## config.mk

```make
export PLATFORM = sky130hd
export DESIGN_NAME = disp_num_scan
export DESIGN_NICKNAME = d
export VERILOG_FILES = /design/src/rtl/disp_pkg.sv /design/src/rtl/hex7seg_dec.sv /design/src/rtl/disp_num_scan.sv
export SDC_FILE = /design/constraint.sdc
export NUM_CORES = 1
export LEC_CHECK = 0
export CAP_MARGIN = 20
export CORE_ASPECT_RATIO = 1.25
export CORE_MARGIN = 1
export CORE_UTILIZATION = 47
export DETAILED_ROUTE_END_ITERATION = 10
export PLACE_DENSITY = 0.75
export SYNTH_ARGS = -nofsm -noshare
export SYNTH_HDL_FRONTEND = slang
export SYNTH_SLANG_ARGS = --single-unit
```

## constraint.sdc

```tcl
create_clock -name clk -period 2.2 [get_ports clk]
set_clock_uncertainty 0.2 [all_clocks]
set_input_delay 0.44 -clock clk [delete_from_list [all_inputs] [get_ports clk]]
set_output_delay 0.44 -clock clk [all_outputs]
set_load 0.05 [all_outputs]
```

## src/rtl/disp_pkg.sv

```systemverilog
// Shared constants for the multiplexed seven-segment display path.
// SEG_OFF    : all segments dark (active-low bus).
// SEG_x      : bit positions of segments a..g and the decimal point.
// SEG_HEX    : active-low 7-bit font for 0-F. Bit 0 is segment a.
//              b and d are drawn in lowercase.
package disp_pkg;

  localparam logic [7:0] SEG_OFF = 8'hFF;

  localparam int SEG_A  = 0;
  localparam int SEG_B  = 1;
  localparam int SEG_C  = 2;
  localparam int SEG_D  = 3;
  localparam int SEG_E  = 4;
  localparam int SEG_F  = 5;
  localparam int SEG_G  = 6;
  localparam int SEG_DP = 7;

  localparam logic [6:0] SEG_HEX [16] = '{
    7'h40, 7'h79, 7'h24, 7'h30,   // 0 1 2 3
    7'h19, 7'h12, 7'h02, 7'h78,   // 4 5 6 7
    7'h00, 7'h10, 7'h08, 7'h03,   // 8 9 A b
    7'h46, 7'h21, 7'h06, 7'h0E    // C d E F
  };

endpackage

```

## src/rtl/hex7seg_dec.sv

```systemverilog
// Combinational hex-to-seven-segment decoder with decimal point.
// nibble_i : hex value 0-F
// point_i  : decimal point request, active high
// seg_o    : {dp, g..a}, all active low
module hex7seg_dec
  import disp_pkg::*;
(
  input  logic [3:0] nibble_i,
  input  logic       point_i,
  output logic [7:0] seg_o
);

  always_comb begin
    seg_o                = SEG_OFF;
    seg_o[SEG_G:SEG_A]   = SEG_HEX[nibble_i];
    seg_o[SEG_DP]        = ~point_i;
  end

endmodule

```

## src/rtl/disp_num_scan.sv

```systemverilog
// Time-multiplexed hex seven-segment display driver.
// Latches DIGITS nibbles plus point/blank/leading-zero controls, then scans
// one digit per DIV-cycle slot onto a shared active-low segment bus. The
// first DEAD cycles of each slot keep all anodes off.
// clk        : system clock, all state on rising edge
// rst        : synchronous active-high reset
// data       : hex nibbles, digit i = data[4i+3:4i], digit 0 rightmost
// point      : decimal point request per digit, active high
// blank      : force digit dark, active high
// lz_en      : leading-zero suppression enable
// le         : 0 = capture inputs every cycle, 1 = hold latched values
// AN         : anode enables, active low (at most one low)
// SEGMENT    : {p, g..a}, active low
// scan_idx   : digit currently owning the scan slot
// frame_tick : one-cycle pulse when the scan wraps back to digit 0
module disp_num_scan
  import disp_pkg::*;
#(
  parameter int DIGITS = 4,
  parameter int DIV    = 50000,
  parameter int DEAD   = 2
) (
  input  logic                      clk,
  input  logic                      rst,
  input  logic [4*DIGITS-1:0]       data,
  input  logic [DIGITS-1:0]         point,
  input  logic [DIGITS-1:0]         blank,
  input  logic                      lz_en,
  input  logic                      le,
  output logic [DIGITS-1:0]         AN,
  output logic [7:0]                SEGMENT,
  output logic [$clog2(DIGITS)-1:0] scan_idx,
  output logic                      frame_tick
);

  localparam int CW = $clog2(DIV);
  localparam int IW = $clog2(DIGITS);

  localparam logic [CW-1:0] CNT_LAST = CW'(DIV - 1);
  localparam logic [CW-1:0] DEAD_C   = CW'(DEAD);
  localparam logic [IW-1:0] IDX_LAST = IW'(DIGITS - 1);

  // Latch stage
  logic [4*DIGITS-1:0] data_q, data_d;
  logic [DIGITS-1:0]   point_q, point_d;
  logic [DIGITS-1:0]   blank_q, blank_d;
  logic                lz_q, lz_d;

  // Scan control
  logic [CW-1:0]       cnt_q, cnt_d;
  logic [IW-1:0]       idx_q, idx_d;
  logic                tick_q, tick_d;

  // Output stage
  logic [DIGITS-1:0]   an_q, an_d;
  logic [7:0]          seg_q, seg_d;

  logic [DIGITS-1:0]   supp;
  logic                zero_run;
  logic                cnt_last;
  logic [3:0]          cur_nib;
  logic [7:0]          cur_seg;

  assign cur_nib = data_q[{idx_q, 2'b00} +: 4];

  hex7seg_dec u_dec (
    .nibble_i (cur_nib),
    .point_i  (point_q[idx_q]),
    .seg_o    (cur_seg)
  );

  // Walk from the most significant digit down; zero_run stays set while
  // every nibble seen so far is zero. Digit 0 is always shown.
  always_comb begin
    supp     = '0;
    zero_run = 1'b1;
    for (int i = DIGITS - 1; i >= 0; i--) begin
      zero_run = zero_run & (data_q[4*i +: 4] == 4'h0);
      supp[i]  = blank_q[i] | (lz_q & (i != 0) & zero_run);
    end
  end

  always_comb begin
    data_d   = le ? data_q  : data;
    point_d  = le ? point_q : point;
    blank_d  = le ? blank_q : blank;
    lz_d     = le ? lz_q    : lz_en;

    cnt_last = (cnt_q == CNT_LAST);
    cnt_d    = cnt_last ? '0 : cnt_q + 1'b1;
    idx_d    = idx_q;
    if (cnt_last) begin
      idx_d = (idx_q == IDX_LAST) ? '0 : idx_q + 1'b1;
    end
    tick_d   = cnt_last && (idx_q == IDX_LAST);

    // Output reflects this cycle's cnt/idx, so it lands one cycle later.
    an_d  = '1;
    seg_d = SEG_OFF;
    if (!(cnt_q < DEAD_C) && !supp[idx_q]) begin
      an_d[idx_q] = 1'b0;
      seg_d       = cur_seg;
    end
  end

  always_ff @(posedge clk) begin
    if (rst) begin
      data_q  <= '0;
      point_q <= '0;
      blank_q <= '0;
      lz_q    <= 1'b0;
      cnt_q   <= '0;
      idx_q   <= '0;
      tick_q  <= 1'b0;
      an_q    <= '1;
      seg_q   <= SEG_OFF;
    end else begin
      data_q  <= data_d;
      point_q <= point_d;
      blank_q <= blank_d;
      lz_q    <= lz_d;
      cnt_q   <= cnt_d;
      idx_q   <= idx_d;
      tick_q  <= tick_d;
      an_q    <= an_d;
      seg_q   <= seg_d;
    end
  end

  assign AN         = an_q;
  assign SEGMENT    = seg_q;
  assign scan_idx   = idx_q;
  assign frame_tick = tick_q;

endmodule

```

==> metrics.txt, run 1 <==
status finished clean; syn nets 293; CP max FO 5; hold path cells 1; minimum clock period 2150 ps; type of origin of the critical path flip-flop; Worst-path clk slew around 100 ps; cell area after layout 3190 um^2; fin crit share 0.978; CP max stage delay 590 ps; end of the worst register-to-register path SEGMENT[3]; LEAKAGE 1.27 nW; critical path data arrival time between 2000 and 2500 ps; wire per inst 13.9 um; worst skew pair latency 310 ps; DRC viols 0; pwr dens approximately 650 nW/um^2; Crit. End Element flip-flop; final net count 340; worst hold endpoint cnt_q[0]; Via density 5.28; max_slew headroom 0.663; Worst Hold Class flip-flop to flip-flop; Hold Startpoint cnt_q[0]; Yosys top cell area share 0.444; initial DRC count ~130; full die area 5670 um^2; worst reg2reg setup slack 50 ps; Final Hold Viols 0; GRT Residual Overflow 0; CTS tree done; Port Buf Inserts 42; Cell Chain, Critical Path mux4_2 > ha_2 > mux4_2 > inv_2 > nand3_2; DR pass1 iterations 4; CTS max path bufs 2; Critical Path RT 2190 ps; synthesis-stage register bit count 56; clock sink total 56; ys async rst share 0; via count 1,922; Setup violations, final 0; CTS buffer count 5; Post-synth EDFFs 0; Yosys Warn Count 0; worst reg2reg path depth 5; CORE AREA 5120 um^2; largest net degree at the start of global routing 28; most common cell after layout, fill and taps aside dfxtp_1; WP buf/inv 1; Initial Utilization 0.493; Post-DP HPWL around 3600 um; worst hold margin 245 ps; Max-Cap Viols 0; kind of critical path flip-flop to flip-flop; Final Wtd Congestion 0.822; Final Max Slew Viols 0; CP dominant cell by count mux4_2; Core Rows 29; CTS H-tree depth 2; vias in the first global route 1,899; post-route ant nets 0; share of cells above drive strength 1 0.139; clock root cell clkbuf_8; initial antenna violation count 0; placed cell areas 3020 um^2; final WL ~5100 um; I/O pins 43; Top delay family on crit path multiplexers; slowest CP cell mux4_2; first-pass GRT wire length 8790 um; Syn-to-layout area delta 26.4%; ant diodes 0; Primary FF master, synth dfxtp_1; library cells used by synthesis 38; post-synth top area cell dfxtp_1; Die Height 83.9 um; Peak VDD IR 317 uV; crit path launch scan_idx[0]; RR Startpoint scan_idx[0]; synthesized instance count 254; fmax 465 MHz; fill count 437; Total Power between 0.002 and 0.0025 W; mapped cell area ~2500 um^2; most frequent cells in the layout dfxtp_1 (54), nor2_1 (42), clkdlybuf4s50_1 (40), mux2i_1 (28), buf_4 (13); Die X 67.5 um; worst-margin pin slew 504 ps; Setup TNS Final 0 ps; Mapped Avg Cell Area roughly 9.9 um^2; share of the yosys chip area belonging to registers 0.444; Tot GR Track Use 0.202; synth top area cells dfxtp_1 (44%), mux2i_1 (11%), nor2_1 (6.2%)
==> power by group <==
group          switching, W  total, W  leakage (nW)  internal, W
registers         0.0000275   0.00108         0.459      0.00106
clock network      0.000328  0.000701        0.0614     0.000372
logic              0.000145  0.000288         0.746     0.000144
==> layout make-up <==
type	count	area, um^2	area share
Clock inverter	2	38.8	0.0122
Clock buffer	6	82.6	0.0259
Timing Repair Buffer	54	518	0.162
Tap cell	62	77.6	0.0243
Sequential cell	56	1130	0.353
Multi-Input combinational cell	174	1310	0.409
Inverter	10	42.5	0.0133
==> timing repair <==
item	in CTS	in global routing
hold buffers	0	0
buffers inserted	0	4
setup endpoints to repair	0	1
resized for setup	0	6
==> worst max path at each step <==
| stage | to | depth (start not counted) |
|---|---|---|
| floorplan | SEGMENT[3] | 8 |
| global placement | SEGMENT[3] | 7 |
| detailed placement | SEGMENT[3] | 7 |
| CTS | SEGMENT[3] | 7 |
| global route | SEGMENT[3] | 7 |
| finish | SEGMENT[3] | 5 |
==> registers in the layout, summed over array words and instances, names as in the netlist <==
name / flops
AN: 4
SEGMENT: 8
blank_q: 4
cnt_q: 16
data_q: 16
frame_tick: 1
lz_q: 1
point_q: 4
scan_idx: 2
==> routing by layer <==
metal  vias up  track usage  wire length [um]
met1       888        0.268              2430
met2        40        0.316              2350
met5         -            0                 0
met3         7       0.0437               196
met4         0       0.0677                79
li1        987            -                 -
==> stage by stage <==
step                setup WS, ps  utilization  std cells
floorplan                   -130            -        254
global placement            68.4        0.590        352
detailed placement          36.1        0.590        352
CTS                         15.9        0.613        360
global route               -12.7        0.624        364
finish                      47.8        0.624        364
==> logic make-up after synthesis <==
kind of cell    Yosys count  share of synthesized area
buf+inv                  24                     0.0461
xor+xnor                 10                     0.0347
fa+ha+maj                11                     0.0545
simple gates             93                      0.182
compound gates           24                     0.0635
flops                    56                      0.444
mux                      36                      0.175
==> cells in the mapped netlist (2+ instances only) <==
cell       instances
mux4_2             5
and2_1             2
buf_6              2
xnor2_1            4
inv_1             10
o21ai_0            6
nand3_1           11
clkbuf_1           5
nor4_1             4
xor2_1             6
o2111ai_1          3
or3_1              5
mux2i_1           28
ha_1              11
nand2_1            6
and3_1             4
mux2_2             2
dfxtp_1           56
a21oi_1            8
nor2_1            42
nand4_1           12
buf_2              6
Power figures use the tool's default switching activity.
==> run 2: changes to the inputs <==
--- a/config.mk
+++ b/config.mk
@@ -10,6 +10,7 @@
 export CORE_MARGIN = 1
 export CORE_UTILIZATION = 47
 export DETAILED_ROUTE_END_ITERATION = 10
+export GPL_TIMING_DRIVEN = 1
 export PLACE_DENSITY = 0.75
 export SYNTH_ARGS = -nofsm -noshare
 export SYNTH_HDL_FRONTEND = slang
==> results of run 2 <==
No change in the layout: final DEF, timing and power equal those of run 1.
